===== src/rtl/read_pointer_empty_block_pkg.sv =====
// Shared FIFO parameter header: default geometry used by every FIFO block.
package read_pointer_empty_block_pkg;

   localparam int unsigned fifo_addr_size          = 3;
   localparam int unsigned fifo_data_size          = 8;
   localparam int unsigned fifo_almost_empty_level = 1;

endpackage : read_pointer_empty_block_pkg


===== src/rtl/read_pointer_empty_block_gray_to_binary.sv =====
// Reflected-Gray to binary conversion; each binary bit is the XOR of all Gray bits at or above it.
module gray_to_binary_block #(
   parameter int width = 4
) (
   input  logic [width-1:0] gray_value,
   output logic [width-1:0] binary_value
);

   always_comb begin
      binary_value = '0;
      for (int i = 0; i < width; i++) begin
         binary_value[i] = ^(gray_value >> i);
      end
   end

endmodule : gray_to_binary_block


===== src/rtl/read_pointer_empty_block.sv =====
// Read side of an async FIFO: Gray read pointer, empty/almost-empty flags and
// a one-word first-word-fall-through output register.
module read_pointer_empty_block
   import read_pointer_empty_block_pkg::*;
#(
   parameter int addr_size          = fifo_addr_size,
   parameter int data_size          = fifo_data_size,
   parameter int almost_empty_level = fifo_almost_empty_level
) (
   input  logic                 read_clock_i,
   input  logic                 read_reset_i,
   input  logic [addr_size:0]   write_to_read_pointer_i,
   input  logic [data_size-1:0] read_data_i,
   input  logic                 read_ready_i,
   output logic [addr_size-1:0] read_address_o,
   output logic [addr_size:0]   read_pointer_o,
   output logic [data_size-1:0] read_data_o,
   output logic                 read_valid_o,
   output logic                 empty_o,
   output logic                 almost_empty_o,
   output logic [addr_size:0]   fill_level_o
);

   localparam logic [addr_size:0] ae_level = (addr_size+1)'(almost_empty_level);

   logic [addr_size:0] rbin;
   logic [addr_size:0] rgray;
   logic [addr_size:0] rbin_next;
   logic [addr_size:0] rgray_next;
   logic [addr_size:0] wbin;
   logic [addr_size:0] fill_next;
   logic               fetch;

   gray_to_binary_block #(
      .width (addr_size + 1)
   ) u_write_pointer_to_binary (
      .gray_value   (write_to_read_pointer_i),
      .binary_value (wbin)
   );

   // The output register is refilled whenever it is free or being drained this cycle.
   assign fetch      = ~empty_o & (~read_valid_o | read_ready_i);
   assign rbin_next  = rbin + {{addr_size{1'b0}}, fetch};
   assign rgray_next = (rbin_next >> 1) ^ rbin_next;
   assign fill_next  = wbin - rbin_next;

   // NOTE: every register here is plain flop state (no memory array), so all of it,
   // including the data word, is cleared by the async reset; <= keeps updates edge-atomic.
   always_ff @(posedge read_clock_i or posedge read_reset_i) begin
      if (read_reset_i) begin
         rbin           <= '0;
         rgray          <= '0;
         read_data_o    <= '0;
         read_valid_o   <= 1'b0;
         empty_o        <= 1'b1;
         almost_empty_o <= 1'b1;
         fill_level_o   <= '0;
      end else begin
         rbin           <= rbin_next;
         rgray          <= rgray_next;
         empty_o        <= (rgray_next == write_to_read_pointer_i);
         fill_level_o   <= fill_next;
         almost_empty_o <= (fill_next <= ae_level);
         if (fetch) begin
            read_data_o  <= read_data_i;
            read_valid_o <= 1'b1;
         end else if (read_ready_i) begin
            read_valid_o <= 1'b0;
         end
      end
   end

   assign read_pointer_o = rgray;
   assign read_address_o = rbin[addr_size-1:0];

endmodule : read_pointer_empty_block


===== config.mk =====
export PLATFORM = sky130hd
export DESIGN_NAME = read_pointer_empty_block
export DESIGN_NICKNAME = d
export VERILOG_FILES = /design/src/rtl/read_pointer_empty_block_pkg.sv /design/src/rtl/read_pointer_empty_block_gray_to_binary.sv /design/src/rtl/read_pointer_empty_block.sv
export SDC_FILE = /design/constraint.sdc
export NUM_CORES = 1
export LEC_CHECK = 0
export CORE_AREA = 5 5 58 60
export CTS_CLUSTER_SIZE = 8
export DETAILED_ROUTE_END_ITERATION = 6
export DIE_AREA = 0 0 63 65
export GPL_ROUTABILITY_DRIVEN = 0
export PLACE_DENSITY = 0.71
export REMOVE_ABC_BUFFERS = 1
export SYNTH_ARGS = -nofsm -noshare
export SYNTH_HDL_FRONTEND = slang
export SYNTH_SLANG_ARGS = --single-unit

===== constraint.sdc =====
create_clock -name read_clock_i -period 2.4 [get_ports read_clock_i]
set_input_delay 0.36 -clock read_clock_i [delete_from_list [all_inputs] [get_ports read_clock_i]]
set_output_delay 0.36 -clock read_clock_i [all_outputs]
set_load 0.05 [all_outputs]

# Yosys cells after proc, flatten, opt, wreduce, memory -nomap -nowiden
# Cells that the tools add are included.
# W data, S select, Z words.
# totals
out_inout_bits,22
regBits,23
elab_cells,23
inputBits,15
# classes
n_eq_ne,1
mux,2
add_sub_neg,2
n_bitwise,5
order_cmp,1
n_reduce_logical,5
# op_table
cell,n
$reduce_xor A4 Y1,4
$add A4 B1 Y4,1
$eq A4 B4 Y1,1
$le A4 B1 Y1 const B,1
$sub A4 B4 Y4,1
$xor A3 B4 Y4,1
$mux W1,2
$not A1 Y1,2
$reduce_bool A2 Y1,1
$and A1 B1 Y1,1
$or A1 B1 Y1,1

# Depth between registers and ports, before layout
# depth
depth_word,6
mapped_depth,11
ltp_nobuf,11

# Cells and area by module
# Synthesis repeated with hierarchy kept, for this count alone.
# hier_totals
cells_unflattened,77
area_unflattened_um2,1024.7
# modules_own_cells
module,area_per_inst_um2,seq_area_each_um2,instances,cells_each
read_pointer_empty_block,974.7,553.0,1,72
gray_to_binary_block,50.0,0.0,1,5

# Worst setup path before layout
# No wires, ideal clock.
# synth_path
path_type,reg2reg
from,reg read_valid_o
to,reg fill_level_o[3]
synth_period_minus_slack_ns,2.980
slack_ns,-0.580
setup_ns,0.124
t_arrival_ns,2.856
stages_incl_launch_ff,11
required_time_ns,2.276
n_path_buf,0
cell_sequence,dfrtp_1 > a21oi_2 > ha_1 > ha_1 > xor2_2 > inv_1 > ha_1 > inv_1 > a2111o_1 > and4_4 > or2_1
# synth_between
elab_chain_len,5
# synth_lines
element,line,rtl
from (decl),read_pointer_empty_block.sv:18,"output logic read_valid_o,"
from (signal assigned),read_pointer_empty_block.sv:54,read_valid_o <= 1'b0;
from (signal assigned),read_pointer_empty_block.sv:66,read_valid_o <= 1'b1;
from (signal assigned),read_pointer_empty_block.sv:68,read_valid_o <= 1'b0;
$not A1 Y1,read_pointer_empty_block.sv:42,assign fetch = ~empty_o & (~read_valid_o | read_ready_i);
$or A1 B1 Y1,read_pointer_empty_block.sv:42,
$and A1 B1 Y1,read_pointer_empty_block.sv:42,
named net fetch,read_pointer_empty_block.sv:32,logic fetch;
$add A4 B1 Y4,read_pointer_empty_block.sv:43,"assign rbin_next = rbin + {{addr_size{1'b0}}, fetch};"
named net rbin_next[2],read_pointer_empty_block.sv:28,logic [addr_size:0] rbin_next;
$sub A4 B4 Y4,read_pointer_empty_block.sv:45,assign fill_next = wbin - rbin_next;
named net fill_next[3],read_pointer_empty_block.sv:31,logic [addr_size:0] fill_next;
to (signal assigned),read_pointer_empty_block.sv:62,fill_level_o <= fill_next;
to (decl),read_pointer_empty_block.sv:21,output logic [addr_size:0] fill_level_o
# The timed path passes the listed nets, and every way through them passes these cells.
# A chain may end at the register's enable or synchronous reset.

# Final worst setup path
# layout_path
from,reg empty_o
to,reg fill_level_o[3]
# layout_between
elab_chain_len,4
# layout_lines
element,line,rtl
from (decl),read_pointer_empty_block.sv:19,"output logic empty_o,"
from (signal assigned),read_pointer_empty_block.sv:61,empty_o <= (rgray_next == write_to_read_pointer_i);
$not A1 Y1,read_pointer_empty_block.sv:42,
$and A1 B1 Y1,read_pointer_empty_block.sv:42,
named net fetch,read_pointer_empty_block.sv:32,
$add A4 B1 Y4,read_pointer_empty_block.sv:43,
named net rbin_next[2],read_pointer_empty_block.sv:28,
$sub A4 B4 Y4,read_pointer_empty_block.sv:45,
named net fill_next[3],read_pointer_empty_block.sv:31,
# The timed path passes the listed nets, and every way through them passes these cells.

==> impl_summary.txt <==
----------------------------------------------------
[Outcome]
  Status ... finished clean

[Global route]
  Pin count of the biggest net entering global routing ... 23
  Grt met3 use ... 0.0312
  Met2 layer usage reported by global route ... 0.218
  GR peak layer ... met2
  Via count of the first global-routing pass ... 830
  Met1 GRT Util ... 0.117
  Global routing usage summed across all routing layers ... 0.117
  Residual overflow from global routing ... 0
  Initial antenna violation count ... 0
  Global-route wire length before repair ... 3.77 mm

[Floorplan]
  Height of the chip ... 65 um
  Die footprint ... 4100 um^2
  Core Box Area ... 2880 um^2
  Std-Cell Rows ... 20
  Die X-Extent ... 63 um
  Boundary pin count ... 37
  Initial Utilization ... 0.356

[Detailed routing]
  Violation count after the first detailed-route iteration ... 16
  Number of vias per cell ... 4.69
  Final antenna-violating net count ... 0
  Residual DRC ... 0
  Iteration count of the initial detailed-routing pass ... 3
  Wirelength, routed ... 2.20 mm
  Routed wire per std cell ... 13.3 um
  Vias post-DR ... 779

[Yosys]
  Synthesized flop and latch total ... 22
  Top area cells in the synthesized netlist ... sky130_fd_sc_hd__dfrtp_1 (49%), sky130_fd_sc_hd__mux2_2 (8.8%), sky130_fd_sc_hd__xnor2_1 (8.5%), sky130_fd_sc_hd__ha_1 (6.1%), sky130_fd_sc_hd__dfstp_2 (5.1%)
  Number of distinct library cells after synthesis ... 22
  Top FF cell, synth ... sky130_fd_sc_hd__dfrtp_1
  Top cells by instance count after synthesis ... sky130_fd_sc_hd__dfrtp_1 (20), sky130_fd_sc_hd__xnor2_1 (10), sky130_fd_sc_hd__inv_1 (9)
  Sequential-to-total area share from yosys stat ... 0.540
  Biggest area consumer among synthesized cells ... sky130_fd_sc_hd__dfrtp_1
  Mean area per synthesized cell ... 13.5 um^2
  Post-synthesis instance area ... 1020 um^2
  Warning count from the yosys run ... 0
  Area share of the largest cell type after synthesis ... 0.488
  Number of enable flip-flop cells after synthesis ... 0
  Cell count after synthesis ... 76
  FFs w/ async S/R, synth ... 1.00
  Cell with the most instances after synthesis ... sky130_fd_sc_hd__dfrtp_1

[Finish]
  Area growth from synthesis to layout ... 59.8%
  Ant. Diodes ... 0
  Filler cell count in the final layout ... 230
  Layout net count ... 155
  Share of post-route cells with drive strength above 1 ... 0.316

[Pwr]
  Power share of the clock group ... 0.065
  Pwr/cell area ... 1490 nW/um^2
  Comb power frac ... 0.692
  Maximum ir drop on the vdd rail ... 0.726 mV
  NetSw ... 1.14 mW
  Power after layout ... 2.45 mW
  Switching Share ... 0.466
  Static Leakage ... 0.703 nW
  Internal power ... 1.31 mW
  Reg power frac ... 0.244

[Job]
  Max capacitance violation total ... 0

[Placed design]
  Port-buffer cells ... 36
  Detailed placement HPWL ... 1.78 mm
  Post-Place Setup Slack ... -0.534 ns

[Timing]
  Max transition margin ... 0.470
  Final-report setup violation count ... 0
  Period utilization ... 0.955
  FMAX ... 436 MHz
  Measured slew at the worst slew-check pin ... 0.795 ns
  Final Skew ... 0.00279 ns
  Worst setup slack after layout ... 0.107 ns
  Hold Vio Cnt, Final ... 0
  Unrepaired setup endpoints after global routing ... no
  Clock period minus worst slack ... 2.29 ns
  Minimum hold slack ... 0.397 ns
  Max-slew violations ... 0

[Critical path]
  CP Data Arrival Time ... 2.49 ns
  Cell-by-cell trace of the critical path ... a21oi_2 -> ha_2 -> ha_4 -> xor2_2 -> inv_1 -> ha_4 -> inv_1 -> a2111o_1 -> and4_4 -> or2_1
  Type of the setup path with the least slack ... register to register
  CP endpoint kind ... register
  Cell with the biggest individual delay on the critical path ... sky130_fd_sc_hd__dfstp_2
  Critical Path Max Stage Delay ... 0.55 ns
  Required time of the critical path ... 2.60 ns
  Largest fanout on the critical path ... 2
  Startpoint class of the critical path ... register

[Clocking]
  Clock Sink Count ... 22
  Buffer levels on the longest clock path ... 2
  Cell at the root of the clock tree ... sky130_fd_sc_hd__clkbuf_4
  CTS H-Tree Depth ... 1
  Clock latency of the later-clocked register in the worst-skew pair ... 0.30 ns
  Clock transition at the registers of the reported paths ... 0.11 ns
  Clock buffers created by TritonCTS ... 3
  TritonCTS clock tree ... yes

[Min path]
  Path category of the worst min-delay check ... input pin to register

----------------------------------------------------
-- sequential cells by signal, summed over array words and instances (netlist names) --
signal / cells
read_data_o: 8
read_valid_o: 1
rbin: 4
read_pointer_o: 3
empty_o: 1
almost_empty_o: 1
fill_level_o: 4
-- cell families (layout without fill, tap and decap cells) --
| kind of cell | count (synthesis) | in the layout | synth area share |
|---|---|---|---|
| and+or+nand+nor | 6 | 6 | 0.0452 |
| muxes | 8 | 8 | 0.0879 |
| AOI/OAI and AO/OA | 9 | 9 | 0.0647 |
| adders and majority gates | 5 | 5 | 0.0611 |
| buffers and inverters | 9 | 66 | 0.0330 |
| xor gates and xnor gates | 17 | 17 | 0.168 |
| DFF | 22 | 22 | 0.540 |
-- final timing paths --
| kind | startpoint | to | slack (ns) | cells after the start |
|---|---|---|---|---|
| worst max-delay path | empty_o$_DFF_PP1_ | fill_level_o[3]$_DFF_PP0_ | 0.11 | 10 |
| worst min-delay path | read_ready_i | read_valid_o$_DFFE_PP0P_ | 0.40 | 2 |
| worst max register to register | empty_o$_DFF_PP1_ | fill_level_o[3]$_DFF_PP0_ | 0.11 | 10 |
| worst min register to register | read_data_o[1]$_DFFE_PP0P_ | read_data_o[1]$_DFFE_PP0P_ | 0.51 | 1 |
| max in group asynchronous | read_reset_i | rbin[2]$_DFF_PP0_ | 1.41 | 2 |
| min in group asynchronous | read_reset_i | read_data_o[0]$_DFFE_PP0P_ | 0.50 | 2 |
-- layer usage --
metal	vias to the layer above	wire length [um]	part of all wire
met5	-	0	0
li1	375	-	-
met2	31	1130	0.51
met1	368	851	0.39
met3	5	158	0.072
met4	0	63	0.029
-- power groups by stage --
stage               Clock, mW  Combinational, mW  Sequential, mW
floorplan                   0              0.569            1.05
global route            0.182               1.81           0.612
finish                  0.158               1.69           0.596
detailed placement          0               1.55           0.603
CTS                     0.163               1.69           0.599
global placement            0               1.52           0.598
-- layout make-up --
| class | instances | area [um^2] | share of cell area |
|---|---|---|---|
| clock buffers | 3 | 22.5 | 0.0138 |
| well taps | 33 | 41.3 | 0.0252 |
| repair buffers | 54 | 494 | 0.302 |
| multi-input cells | 45 | 493 | 0.301 |
| flip-flops and latches | 22 | 553 | 0.338 |
| inverters | 9 | 33.8 | 0.0206 |
-- critical path: cells and delay by family (launching register included) --
family,cells,cell delay [ns]
adder cells (fa/ha/maj),3,0.64
flip-flops,1,0.55
AND/OR/NAND/NOR,2,0.38
AO/OA/AOI/OAI,2,0.35
XOR/XNOR,1,0.14
buffers and inverters,2,0.13
-- timing repair --
action                                  in CTS  in global routing
hold buffers                                 0                  0
endpoints found under the hold margin        0                  0
buffers inserted                             4                  0
gates resized for setup                      9                  0
endpoints found under the setup margin       2                  0
-- cell usage in the layout (no fill, tap or decap), types with 2 or more instances in the layout --
| cell type | instances |
|---|---|
| sky130_fd_sc_hd__buf_4 | 18 |
| sky130_fd_sc_hd__clkbuf_4 | 3 |
| sky130_fd_sc_hd__clkdlybuf4s50_1 | 35 |
| sky130_fd_sc_hd__dfrtp_1 | 20 |
| sky130_fd_sc_hd__dfstp_2 | 2 |
| sky130_fd_sc_hd__ha_1 | 2 |
| sky130_fd_sc_hd__ha_4 | 2 |
| sky130_fd_sc_hd__inv_1 | 9 |
| sky130_fd_sc_hd__mux2_2 | 8 |
| sky130_fd_sc_hd__nand3_1 | 2 |
| sky130_fd_sc_hd__xnor2_1 | 10 |
| sky130_fd_sc_hd__xor2_1 | 5 |
-- through the flow --
stage / std cells / area (um^2) / utilization / setup TNS (ns)
6_report: 166 / 1640 / 0.569 / 0
2_1_floorplan: 76 / 1020 / - / -1.12
3_5_place_dp: 159 / 1530 / 0.532 / -1.31
5_1_grt: 166 / 1640 / 0.569 / 0
4_1_cts: 166 / 1640 / 0.569 / 0
3_3_place_gp: 159 / 1530 / 0.532 / -1.04
Note: power is estimated with default switching activity, not from simulation.
